<file path="src/rtl/sw_input_ctrl.sv">
// rtl/sw_input_ctrl.sv - MMIO slide-switch controller: sync, debounce, change mask, level irq
//
// Optional feature macro: SW_COMMIT_CNT_EN
//   defined   : 16-bit wrapping commit counter readable at +0xC, cleared by any write to +0xC
//   undefined : +0xC is unmapped and no counter logic is built

module sw_input_ctrl #(
    parameter logic [31:0] BASE_ADDR = 32'hFFFFF070,
    parameter int          SW_W      = 24,
    parameter int          DB_CYCLES = 100000
) (
    input  logic            clk,
    input  logic            rst,
    input  logic [31:0]     addr,
    input  logic            rd,
    input  logic            wr,
    input  logic [31:0]     wdata,
    input  logic [SW_W-1:0] sw,
    output logic [31:0]     rdata,
    output logic            irq
);

    localparam int                CNT_W    = $clog2(DB_CYCLES);
    localparam logic [CNT_W-1:0]  CNT_LAST = CNT_W'(DB_CYCLES - 1);

    typedef enum logic [1:0] {
        S_IDLE   = 2'd0,
        S_COUNT  = 2'd1,
        S_COMMIT = 2'd2
    } state_t;

    // Synchroniser, debounce and register state
    logic [SW_W-1:0]  r_sync1;
    logic [SW_W-1:0]  r_sync2;
    logic [SW_W-1:0]  r_stable;
    logic [SW_W-1:0]  r_cand;
    logic [SW_W-1:0]  r_chg;
    logic [CNT_W-1:0] r_cnt;
    state_t           r_state;
    logic             r_irq_en;
    logic [31:0]      r_rdata;
    logic             r_irq;

    // FSM next-state signals
    state_t           w_state_next;
    logic [SW_W-1:0]  w_cand_next;
    logic [CNT_W-1:0] w_cnt_next;
    logic             w_commit;

    // Bus decode
    logic             w_in_window;
    logic [1:0]       w_off;
    logic             w_mapped;
    logic             w_rd_chg;
    logic             w_wr_ctrl;
    logic [31:0]      w_rd_val;
    logic [SW_W-1:0]  w_chg_next;
    logic             w_unused;

    assign w_in_window = (addr[31:4] == BASE_ADDR[31:4]);
    assign w_off       = addr[3:2];
    assign w_rd_chg    = rd && w_in_window && (w_off == 2'd1);
    assign w_wr_ctrl   = wr && w_in_window && (w_off == 2'd2);
    assign w_commit    = (r_state == S_COMMIT);

`ifdef SW_COMMIT_CNT_EN
    logic [15:0] r_commit_cnt;
    logic        w_wr_cnt;

    assign w_mapped = w_in_window;
    assign w_wr_cnt = wr && w_in_window && (w_off == 2'd3);
`else
    assign w_mapped = w_in_window && (w_off != 2'd3);
`endif

    // Byte-lane bits of the address and upper write-data bits have no function here
    assign w_unused = ^{addr[1:0], wdata[31:1]};

    // Two-flop synchroniser on the raw switch pins
    always_ff @(posedge clk) begin
        if (rst) begin
            r_sync1 <= '0;
            r_sync2 <= '0;
        end else begin
            r_sync1 <= sw;
            r_sync2 <= r_sync1;
        end
    end

    // Debounce FSM next-state: candidate must hold DB_CYCLES counts before commit
    always_comb begin
        w_state_next = r_state;
        w_cand_next  = r_cand;
        w_cnt_next   = r_cnt;
        case (r_state)
            S_IDLE: begin
                if (r_sync2 != r_stable) begin
                    w_cand_next  = r_sync2;
                    w_cnt_next   = '0;
                    w_state_next = S_COUNT;
                end
            end
            S_COUNT: begin
                if (r_sync2 == r_stable) begin
                    w_state_next = S_IDLE;
                end else if (r_sync2 != r_cand) begin
                    w_cand_next = r_sync2;
                    w_cnt_next  = '0;
                end else if (r_cnt == CNT_LAST) begin
                    w_state_next = S_COMMIT;
                end else begin
                    w_cnt_next = r_cnt + CNT_W'(1);
                end
            end
            S_COMMIT: begin
                w_state_next = S_IDLE;
            end
            default: begin
                w_state_next = S_IDLE;
            end
        endcase
    end

    // Debounce FSM state, candidate and counter registers
    always_ff @(posedge clk) begin
        if (rst) begin
            r_state <= S_IDLE;
            r_cand  <= '0;
            r_cnt   <= '0;
        end else begin
            r_state <= w_state_next;
            r_cand  <= w_cand_next;
            r_cnt   <= w_cnt_next;
        end
    end

    // Change mask: a CHG read clears old bits, but bits from a same-cycle commit survive
    always_comb begin
        w_chg_next = w_rd_chg ? '0 : r_chg;
        if (w_commit) begin
            w_chg_next = w_chg_next | (r_stable ^ r_cand);
        end
    end

    // Stable value, change mask and interrupt enable
    always_ff @(posedge clk) begin
        if (rst) begin
            r_stable <= '0;
            r_chg    <= '0;
            r_irq_en <= 1'b0;
        end else begin
            if (w_commit) begin
                r_stable <= r_cand;
            end
            r_chg <= w_chg_next;
            if (w_wr_ctrl) begin
                r_irq_en <= wdata[0];
            end
        end
    end

`ifdef SW_COMMIT_CNT_EN
    // Commit counter: a write clears it, a commit in the same cycle still counts
    always_ff @(posedge clk) begin
        if (rst) begin
            r_commit_cnt <= '0;
        end else if (w_wr_cnt) begin
            r_commit_cnt <= w_commit ? 16'd1 : 16'd0;
        end else if (w_commit) begin
            r_commit_cnt <= r_commit_cnt + 16'd1;
        end
    end
`endif

    // Read mux from pre-update register values
    always_comb begin
        w_rd_val = '0;
        case (w_off)
            2'd0: w_rd_val = 32'(r_stable);
            2'd1: w_rd_val = 32'(r_chg);
            2'd2: w_rd_val = {31'd0, r_irq_en};
`ifdef SW_COMMIT_CNT_EN
            2'd3: w_rd_val = {16'd0, r_commit_cnt};
`endif
            default: w_rd_val = '0;
        endcase
    end

    // Registered read data (holds on idle or unmapped access) and level interrupt
    always_ff @(posedge clk) begin
        if (rst) begin
            r_rdata <= '0;
            r_irq   <= 1'b0;
        end else begin
            if (rd && w_mapped) begin
                r_rdata <= w_rd_val;
            end
            r_irq <= r_irq_en & (|w_chg_next);
        end
    end

    assign rdata = r_rdata;
    assign irq   = r_irq;

endmodule
</file>
<file path="config.mk">
export PLATFORM = sky130hd
export DESIGN_NAME = sw_input_ctrl
export DESIGN_NICKNAME = d
export VERILOG_FILES = /design/src/rtl/sw_input_ctrl.sv
export SDC_FILE = /design/constraint.sdc
export NUM_CORES = 1
export LEC_CHECK = 0
export ABC_CLOCK_PERIOD_IN_PS = 2850
export CORE_MARGIN = 4
export CORE_UTILIZATION = 35
export DETAILED_ROUTE_END_ITERATION = 6
export PLACE_DENSITY = 0.54
export SETUP_SLACK_MARGIN = 0.1
export SLEW_MARGIN = 20
export SYNTH_ARGS = -nofsm -noshare
export SYNTH_HDL_FRONTEND = slang
export SYNTH_SLANG_ARGS = --single-unit
export TNS_END_PERCENT = 20
</file>
<file path="constraint.sdc">
create_clock -name clk -period 2.85 [get_ports clk]
set_input_delay 0.285 -clock clk [delete_from_list [all_inputs] [get_ports clk]]
set_output_delay 0.285 -clock clk [all_outputs]
set_load 0.1 [all_outputs]
</file>
# Word level (Yosys, flattened, before mapping)
# Cells that the tools add are included.
dict set report totals {
  reg_bits 173
  in_bits 92
  output_inout_bits 33
  elab_cells 60
}
dict set report op_classes {
  n_addsub 1
  n_eq_ne 16
  mux 17
  bitwise 3
  reduce_logical 13
}
# operator count
set op_table {}
lappend op_table {{$mux W24} 5}
lappend op_table {{$pmux W24 S3} 1}
lappend op_table {{$mux W17} 4}
lappend op_table {{$ne A24 B24 Y1} 2}
lappend op_table {{$pmux W24 S2} 1}
lappend op_table {{$pmux W17 S2} 1}
lappend op_table {{$eq A28 B28 Y1 const B} 1}
lappend op_table {{$eq A24 B24 Y1} 1}
lappend op_table {{$or A24 B24 Y24} 1}
lappend op_table {{$reduce_or A24 Y1} 1}
lappend op_table {{$xor A24 B24 Y24} 1}
lappend op_table {{$add A17 B1 Y17 const B} 1}
lappend op_table {{$eq A17 B17 Y1 const B} 1}
lappend op_table {{$ne A3 B3 Y1 const B} 3}
lappend op_table {{$mux W2} 4}
lappend op_table {{$ne A2 B2 Y1 const B} 4}
lappend op_table {{$reduce_and A4 Y1} 2}
lappend op_table {{$logic_and A1 B1 Y1} 6}
lappend op_table {{$eq A2 B1 Y1 const B} 2}
lappend op_table {{$eq A2 B2 Y1 const B} 2}
lappend op_table {{$logic_not A2 Y1} 2}
lappend op_table {{$pmux W2 S2} 1}
lappend op_table {{$reduce_and A3 Y1} 1}
lappend op_table {{$reduce_bool A2 Y1} 1}
lappend op_table {{$and A1 B1 Y1} 1}

# Longest topological paths before layout
# Gate-level depths: netlist of run 1.
dict set report depth {
  word_depth 8
  depth_mapped 8
  mapped_depth_nobuf 7
}

# Worst setup path before layout of run 1
# No wires, ideal clock.
dict set report synth_timing {
  path_type {register to register}
  startpoint {reg r_cand[1]}
  endpoint {reg r_cnt[9]}
  setup_ps 70
  arrival_ps 1964
  required_ps 2780
  slack_ps 816
  path_stages_with_launch 9
  n_path_buf 2
  synth_period_minus_slack_ps 2034
  path_cell_list {dfxtp_1 > xnor2_1 > nand4_1 > or4_1 > or2_1 > buf_6 > a21o_4 > buf_6 > a21oi_1}
}
dict set report synth_between {
  elab_chain_cells 4
  elab_cells_between_ends 6
  cone_classes {eq/ne: 2; mux: 3; reduce/logical: 1}
}
# item line
set synth_rtl {}
lappend synth_rtl {{start, declared} 36} ;# logic [SW_W-1:0] r_cand;
lappend synth_rtl {{start signal, assigned} 132} ;# r_cand <= w_cand_next;
lappend synth_rtl {{$ne A24 B24 Y1 *} 106} ;# end else if (r_sync2 != r_cand) begin
lappend synth_rtl {{$mux W17} 106}
lappend synth_rtl {{$mux W17} 104} ;# if (r_sync2 == r_stable) begin
lappend synth_rtl {{$pmux W17 S2} 95} ;# case (r_state)
lappend synth_rtl {{end signal, assigned} 133} ;# r_cnt <= w_cnt_next;
lappend synth_rtl {{end, declared} 38} ;# logic [CNT_W-1:0] r_cnt;
# Every way passes the cells marked *; elsewhere a longest branch is shown, timed or not. The select of a mux whose other input is x is not followed.
# A chain may end at the register's enable or synchronous reset.

# Worst setup path in the final report of run 1
dict set report layout_timing {
  startpoint {reg r_cand[9]}
  endpoint {reg r_cnt[7]}
}
# Same word-level chain as after synthesis.

==> results of run 1 <==
==> final cells by class <==
class                           instances  area share
Inverter                                5     0.00216
Tap cell                              265      0.0382
Sequential cell                       165       0.380
Timing Repair Buffer                   98       0.105
Multi-Input combinational cell        584       0.407
Clock buffer                           18      0.0494
Clock inverter                         13      0.0169
==> sequential cells by signal, indices dropped and copies added (netlist names) <==
signal    flops
irq           1
rdata        24
r_stable     24
r_irq_en      1
r_sync2      24
r_state       2
r_chg        24
r_cnt        17
r_sync1      24
r_cand       24
==> layer usage <==
| metal | vias up | wire, µm | global-route usage |
|---|---|---|---|
| met5 | - | 0 | 0 |
| met1 | 2597 | 9230 | 0.234 |
| met2 | 150 | 6980 | 0.216 |
| met3 | 16 | 980 | 0.0331 |
| met4 | 0 | 263 | 0.0540 |
| li1 | 2949 | - | - |
==> report_power, final <==
part,internal [mW],leakage [nW],switching [mW]
clock network,1.30,0.283,0.953
registers,2.35,1.34,0.0413
logic,0.160,1.58,0.187
==> critical path, delay by kind of cell, from the launching register on <==
family | cells | cell delay (ns)
xor gates and xnor gates | 1 | 0.33
and+or+nand+nor | 3 | 1.02
AOI/OAI and AO/OA | 2 | 0.54
DFF | 1 | 0.35
==> worst paths after layout <==
| check | end | startpoint | slack, ns |
|---|---|---|---|
| worst max-delay path | r_cnt[7] | r_cand[9] | 0.55 |
| worst min-delay path | r_sync1[13] | rst | 0.34 |
| worst max register to register | r_cnt[7] | r_cand[9] | 0.55 |
| worst min register to register | r_sync2[21] | r_sync1[21] | 0.43 |
==> synthesized netlist by cell type, types with 3 or more instances <==
cell,n,share of area
nor4_1,20,0.018
a21oi_1,84,0.059
nor2b_1,53,0.047
and3_1,3,0.0026
o21ai_0,30,0.021
buf_4,8,0.0085
or4_1,9,0.0095
nor2_1,60,0.032
a22oi_1,24,0.025
mux2i_1,26,0.037
inv_1,5,0.0026
o31ai_1,5,0.0053
xnor2_1,41,0.051
nand3_1,33,0.023
or3_1,4,0.0035
buf_2,3,0.0021
nand4b_1,4,0.0049
clkbuf_1,45,0.024
dfxtp_1,165,0.47
nand2_1,59,0.031
nor3_1,30,0.021
nand4_1,28,0.025
xor2_1,37,0.046
==> per-stage QoR <==
step	total power [mW]	hold slack, ns	area (µm²)
after floorplan	2.66	0.413	7130
after global placement	2.79	0.424	8110
after detailed placement	2.79	0.421	8110
after CTS	5.06	0.343	8680
after global routing	5.17	0.363	8680
final	4.99	0.344	8680
==> logic make-up after synthesis <==
logic type                 after synthesis  share of synthesized area
muxes                                   26                     0.0366
and+or+nand+nor                        315                      0.231
AOI/OAI and AO/OA                      156                      0.128
other                                    1                   0.000528
xor gates and xnor gates                78                     0.0962
buffers and inverters                   65                     0.0412
adders and majority gates                1                    0.00176
DFF                                    165                      0.465
==> impl_metrics.py, run 1 <==
metrics = {
    "finish": {
        "drive_above_1_share": 0.0940,
        "final_cell_mix": "dfxtp_1 (165), a21oi_1 (83), nor2_1 (59), nand2_1 (59), clkdlybuf4s50_1 (57)",
        "instances_no_fill": 1148,
        "area_growth_pct": 22.3,
        "final_common_cell": "dfxtp_1",
        "nets": 964,
        "seqCellArea_um2": 3300,
        "multi_input_area_um2": 3540,
        "fin_util": 0.440,
        "n_antenna_cell": 0,
        "num-fill-cells": 1942,
    },
    "worst_setup_path": {
        "reg2reg_depth": 6,
        "crit_required_ns": 3.21,
        "worstSetupStartpointType": "flop",
        "worst_path_largest_cell_delay_ns": 0.58,
        "crit_chain": "xnor2_1 -> nand4_1 -> or4_1 -> or2_1 -> a21o_4 -> o21ba_2",
        "cp_slowest_cell": "or4_1",
        "critPathArrivalTime_ns": 2.66,
        "crit_fanout": 15,
        "path_class": "flop to flop",
        "crit_path_end_kind": "flop",
    },
    "drt": {
        "avgRoutedWirePerCell_um": 15.2,
        "drcViolationCount": 0,
        "ant_nets": 0,
        "first_pass_iters": 4,
        "dr_total_vias": 5712,
        "routed_wirelength_um": 17400,
        "vias_per_cell": 4.98,
        "drt_iter0_markers": 435,
    },
    "clock_tree": {
        "clk_pin_slew_ns": 0.07,
        "post_cts_resized": 0,
        "clk_latency_ns": 0.42,
        "tritoncts": "built",
        "clock-sinks": 165,
        "cts_root_buffer": "clkbuf_16",
        "cts_hold_buf": 0,
        "post-cts-setup-buffer-count": 0,
        "numCtsBuffers": 17,
        "htreeDepth": 4,
        "clock_path_buffers": 2,
    },
    "grt": {
        "antenna_found_initial": 0,
        "grt_usage": 0.155,
        "grt_pass1_vias": 5194,
        "grt_pass1_wl_um": 27900,
        "grt_overflow": 0,
        "grt_max_degree": 65,
    },
    "min_path": {
        "hold_class": "primary input to flop",
        "hold_depth": 2,
    },
    "sta": {
        "slew_headroom": 0.400,
        "worst_slew_pin_slew_ns": 0.900,
        "period_minus_slack_ns": 2.30,
        "final-setup-viol-count": 0,
        "drv_slew": 0,
        "final.setup.tns_ns": 0,
        "hold_violations": 0,
        "grt_setup_unrepaired": "false",
        "fmax_mhz": 435,
        "finClkSkew_ns": 0.0126,
        "fin_crit_sh": 0.807,
        "setup_slack_ns": 0.551,
    },
    "die": {
        "rows": 51,
        "die-area_um2": 22600,
        "start_util": 0.360,
        "boundaryPins": 125,
        "die_w_um": 150,
        "core_area_um2": 19700,
        "die_h_um": 150,
    },
    "logic_synthesis": {
        "yosys_warnings": 0,
        "seq_area_frac_synth": 0.465,
        "ys_dominant_reg_cell": "dfxtp_1",
        "syn-cell-area_um2": 7100,
        "ys_ff_latch": 165,
        "avgSynthCellArea_um2": 8.80,
        "synth_edf_count": 0,
        "syn_inst": 807,
        "async_flop_share": 0,
        "yosysUniqueCellTypes": 47,
    },
    "power": {
        "powerDensity_nw_per_um2": 575,
        "ir_drop_mv": 0.374,
        "leakagePower_nw": 3.20,
    },
    "placed_design": {
        "io_buffers": 83,
        "gp_congestion": 0.837,
        "dp_hpwl_um": 12600,
        "dpl.cell_count": 1117,
        "dp_slack_ns": 0.341,
    },
    "flow_run": {
        "maxCapViolations": 0,
    },
    "outcome": {
        "outcome": "finished clean",
    },
}
No activity file was read; power rests on OpenSTA's default activity.
==> inputs of run 2 (changes only) <==
Settings changed: ABC_CLOCK_PERIOD_IN_PS 2850 to 1800, PLACE_DENSITY 0.54 to 0.56.
Clock period 2.85 ns to 1.8 ns, I/O delays scaled along.
==> impl_metrics.py, run 2 (synthesis gave the netlist of run 1 again) <==
metrics = {
    "outcome": {
        "outcome": "finished, violations left",
        "violations": "negative setup slack",
    },
    "worst_setup_path": {
        "crit_fanout": 7,
        "critPathArrivalTime_ns": 2.40,
        "crit_required_ns": 2.16,
        "worstSetupStartpointType": "flop",
        "crit_path_end_kind": "flop",
        "path_class": "flop to flop",
    },
    "clock_tree": {
        "numCtsBuffers": 17,
        "clock-sinks": 165,
        "clk_pin_slew_ns": 0.07,
        "clk_latency_ns": 0.43,
        "htreeDepth": 4,
        "tritoncts": "built",
        "cts_root_buffer": "clkbuf_16",
        "clock_path_buffers": 2,
    },
    "sta": {
        "setup_slack_ns": -0.233,
        "hold_ws_ns": 0.207,
        "fmax_mhz": 492,
        "drv_slew": 0,
        "finClkSkew_ns": 0.00837,
        "hold_violations": 0,
        "final-setup-viol-count": 43,
        "grt_setup_unrepaired": "true",
        "worst_slew_pin_slew_ns": 0.535,
        "fin_crit_sh": 1.13,
        "final.setup.tns_ns": -8.11,
        "slew_headroom": 0.643,
        "period_minus_slack_ns": 2.03,
    },
    "finish": {
        "final_common_cell": "dfxtp_1",
        "nets": 1076,
        "drive_above_1_share": 0.319,
        "area_growth_pct": 44.8,
        "num-fill-cells": 1849,
        "instances_no_fill": 1261,
        "n_antenna_cell": 0,
        "final_cell_mix": "dfxtp_1 (146), buf_4 (132), a21oi_1 (71), nand2_1 (59), nor2_1 (56)",
    },
    "drt": {
        "drt_iter0_markers": 472,
        "first_pass_iters": 5,
        "drcViolationCount": 0,
        "routed_wirelength_um": 19900,
        "ant_nets": 0,
        "avgRoutedWirePerCell_um": 15.8,
        "dr_total_vias": 6245,
        "vias_per_cell": 4.95,
    },
    "die": {
        "core_area_um2": 19700,
        "start_util": 0.360,
        "die-area_um2": 22600,
        "boundaryPins": 125,
        "die_w_um": 150,
        "rows": 51,
        "die_h_um": 150,
    },
    "min_path": {
        "hold_class": "primary input to flop",
    },
    "placed_design": {
        "gp_congestion": 0.840,
        "io_buffers": 83,
        "dp_slack_ns": -0.596,
        "dp_hpwl_um": 13800,
        "dpl.cell_count": 1223,
    },
    "grt": {
        "grt_pass1_wl_um": 31100,
        "grt_pass1_vias": 5849,
        "antenna_found_initial": 0,
        "grt_max_degree": 50,
        "grt_overflow": 0,
        "grt_usage": 0.175,
    },
    "power": {
        "leakagePower_nw": 3.93,
        "ir_drop_mv": 0.584,
        "powerDensity_nw_per_um2": 780,
    },
    "flow_run": {
        "maxCapViolations": 0,
    },
}
-- run 2: metal layers --
| layer | up-vias | GRT usage | wire, µm |
|---|---|---|---|
| met3 | 18 | 0.0373 | 1240 |
| li1 | 3169 | - | - |
| met5 | - | 0 | 0 |
| met1 | 2868 | 0.257 | 9700 |
| met4 | 0 | 0.0494 | 266 |
| met2 | 190 | 0.258 | 8710 |
-- run 2: timing repair --
| action | CTS | global route |
|---|---|---|
| hold buffers | 0 | 0 |
| pin swaps | 41 | 27 |
| gates cloned | 1 | 1 |
| buffers inserted | 5 | 2 |
| endpoints found under the setup margin | 92 | 92 |
| gates resized for setup | 80 | 67 |
-- run 2: worst max-delay path, stage by stage, from the launching register on --
cell and delay, ns:
dfxtp_4 0.36, xnor2_2 0.20, nand4_1 0.13, or4_4 0.53, or2_4 0.27, a21o_4 0.24, buf_12 0.14, a21oi_2 0.10
-- run 2: area by class of cell --
type	instances	area, µm²	area share
inverter	5	18.8	0.00183
timing repair buffer	210	1940	0.188
sequential	165	3330	0.324
multi-input combinational	584	4090	0.398
clock inverter	12	111	0.0108
clock buffer	20	457	0.0444
tap	265	332	0.0322
-- run 2: report_power, final --
group | total [mW] | internal [mW] | switching [mW]
clock network | 3.49 | 1.89 | 1.60
logic | 0.762 | 0.374 | 0.388
registers | 3.77 | 3.72 | 0.0517
-- run 2: worst paths after layout --
check | slack (ns) | cells after the start | to | from
worst max-delay path | -0.23 | 7 | r_cnt[13] | r_cand[6]
worst min-delay path | 0.21 | 2 | r_sync1[21] | rst
worst max register to register | -0.23 | 7 | r_cnt[13] | r_cand[6]
worst min register to register | 0.44 | 1 | r_sync2[7] | r_sync1[7]
-- run 2: metrics by stage --
step | power [mW] | utilization | cell area, µm²
finish | 8.02 | 0.521 | 10300
global route | 8.30 | 0.521 | 10300
CTS | 8.06 | 0.509 | 10000
detailed placement | 4.54 | 0.459 | 9040
global placement | 4.53 | 0.459 | 9040
floorplan | 4.22 | - | 7200
==> inputs of run 3 (changes only) <==
Settings changed: ABC_CLOCK_PERIOD_IN_PS 1800 to 2100, GPL_ROUTABILITY_DRIVEN from default to 0, PLACE_DENSITY 0.56 to 0.54.
Clock period 1.8 ns to 2.1 ns, I/O delays scaled along.
==> impl_metrics.py, run 3 (synthesis gave the netlist of run 1 again) <==
metrics = {
    "die": {
        "die_h_um": 150,
        "boundaryPins": 125,
        "die-area_um2": 22600,
        "start_util": 0.360,
        "die_w_um": 150,
        "core_area_um2": 19700,
        "rows": 51,
    },
    "sta": {
        "finClkSkew_ns": 0.0105,
        "fmax_mhz": 486,
        "period_minus_slack_ns": 2.06,
        "drv_slew": 0,
        "worst_slew_pin_slew_ns": 0.559,
        "fin_crit_sh": 0.979,
        "hold_violations": 0,
        "grt_setup_unrepaired": "true",
        "slew_headroom": 0.624,
        "final-setup-viol-count": 0,
    },
    "placed_design": {
        "dpl_cell_area_um2": 8680,
        "io_buffers": 83,
        "dp_hpwl_um": 13600,
        "dpl.cell_count": 1187,
    },
    "finish": {
        "nets": 1047,
        "instances_no_fill": 1231,
        "design_area_um2": 9720,
        "final_common_cell": "dfxtp_1",
        "final_cell_mix": "dfxtp_1 (150), buf_4 (104), a21oi_1 (82), nor2_1 (59), nand2_1 (59)",
        "n_antenna_cell": 0,
        "area_growth_pct": 36.9,
        "drive_above_1_share": 0.220,
    },
    "worst_setup_path": {
        "critPathArrivalTime_ns": 2.43,
        "crit_fanout": 8,
        "critPathTopFamily": "simple AND/OR/NAND/NOR gates",
        "cp_slowest_cell": "or4_4",
        "path_class": "flop to flop",
        "crit_required_ns": 2.47,
        "path_buf_inv": 0,
        "worst_path_largest_cell_delay_ns": 0.53,
        "crit_chain": "xnor2_1 -> nand4_1 -> or4_4 -> or2_4 -> a21o_4 -> o21ba_4",
        "worstSetupStartpointType": "flop",
        "crit_path_end_kind": "flop",
    },
    "drt": {
        "drt_iter0_markers": 407,
        "drcViolationCount": 0,
        "routed_wirelength_um": 19400,
        "first_pass_iters": 6,
        "dr_total_vias": 6077,
        "ant_nets": 0,
        "avgRoutedWirePerCell_um": 15.8,
        "vias_per_cell": 4.94,
    },
    "clock_tree": {
        "cts_root_buffer": "clkbuf_16",
        "cts_hold_buf": 0,
        "clock_path_buffers": 2,
        "clock-sinks": 165,
        "clk_latency_ns": 0.42,
        "tritoncts": "built",
        "htreeDepth": 4,
        "numCtsBuffers": 17,
        "clk_pin_slew_ns": 0.07,
    },
    "grt": {
        "antenna_found_initial": 0,
        "grt_max_degree": 48,
        "grt_overflow": 0,
        "grt_pass1_vias": 5632,
        "grt_usage": 0.168,
        "grt_pass1_wl_um": 29900,
    },
    "power": {
        "p_comb_frac": 0.087,
        "p_switching_mw": 1.75,
        "clock_power_share": 0.447,
        "ir_drop_mv": 0.501,
        "intPower_mw": 5.19,
        "powerDensity_nw_per_um2": 714,
        "p_sw_frac": 0.252,
        "power.total_mw": 6.94,
        "seqPwrFrac": 0.466,
        "leakagePower_nw": 3.74,
    },
    "outcome": {
        "outcome": "finished clean",
    },
    "min_path": {
        "hold_class": "primary input to flop",
    },
    "flow_run": {
        "maxCapViolations": 0,
    },
}
-- run 3: changes by cell type in the layout (fill, tap and decap cells not counted), sizes merged, moves of 3 or more --
cell	previous run	this run
clkdlybuf4s50	53	57
buf	152	121
clkinvlp	3	0
dlymetal6s2s	4	0
clkinv	2	5
-- run 3: worst paths after layout --
kind                  to  depth (start not counted)  slack, ns       start
max             r_cnt[7]                          6       0.04   r_cand[2]
min          r_sync2[13]                          2       0.21         rst
max reg2reg     r_cnt[7]                          6       0.04   r_cand[2]
min reg2reg   r_sync2[0]                          1       0.44  r_sync1[0]
-- run 3: what timing repair did --
item                                   in CTS  in global routing
setup endpoints to repair                  41                 88
resized for setup                          18                 54
endpoints found under the hold margin       0                  0
setup buffers                               2                  4
pin swaps                                   7                 16
gates cloned                                2                  5
-- run 3: per-stage QoR --
step	TNS, ns	util	worst slack, ns	hold slack [ns]
5_1_grt	-0.0635	0.493	-0.0339	0.227
4_1_cts	0	0.478	0.0684	0.218
6_report	0	0.493	0.0434	0.211
2_1_floorplan	0	-	0.102	0.338
3_3_place_gp	-11.85	0.440	-0.256	0.418
3_5_place_dp	-12.65	0.440	-0.292	0.420
-- run 3: layout make-up --
type / count / area (µm²)
sequential: 165 / 3330
inverter: 5 / 18.8
multi-input combinational: 585 / 3770
clock buffer: 18 / 439
fill: 1863 / 9990
clock inverter: 13 / 143
timing repair buffer: 180 / 1690
tap: 265 / 332
-- run 3: layer usage --
| metal | vias up | GRT usage | share of wire |
|---|---|---|---|
| met3 | 24 | 0.0361 | 0.060 |
| met1 | 2755 | 0.247 | 0.50 |
| met2 | 182 | 0.243 | 0.42 |
| met4 | 0 | 0.0581 | 0.019 |
| met5 | - | 0 | 0 |
| li1 | 3116 | - | - |
-- run 3: power groups by stage --
stage                     sequential, mW  clock (mW)  combinational (mW)
after floorplan                     3.30           0               0.315
after global placement              3.30           0               0.545
after detailed placement            3.30           0               0.548
after CTS                           3.23        3.16               0.576
after global routing                3.24        3.29               0.650
final                               3.23        3.10               0.606
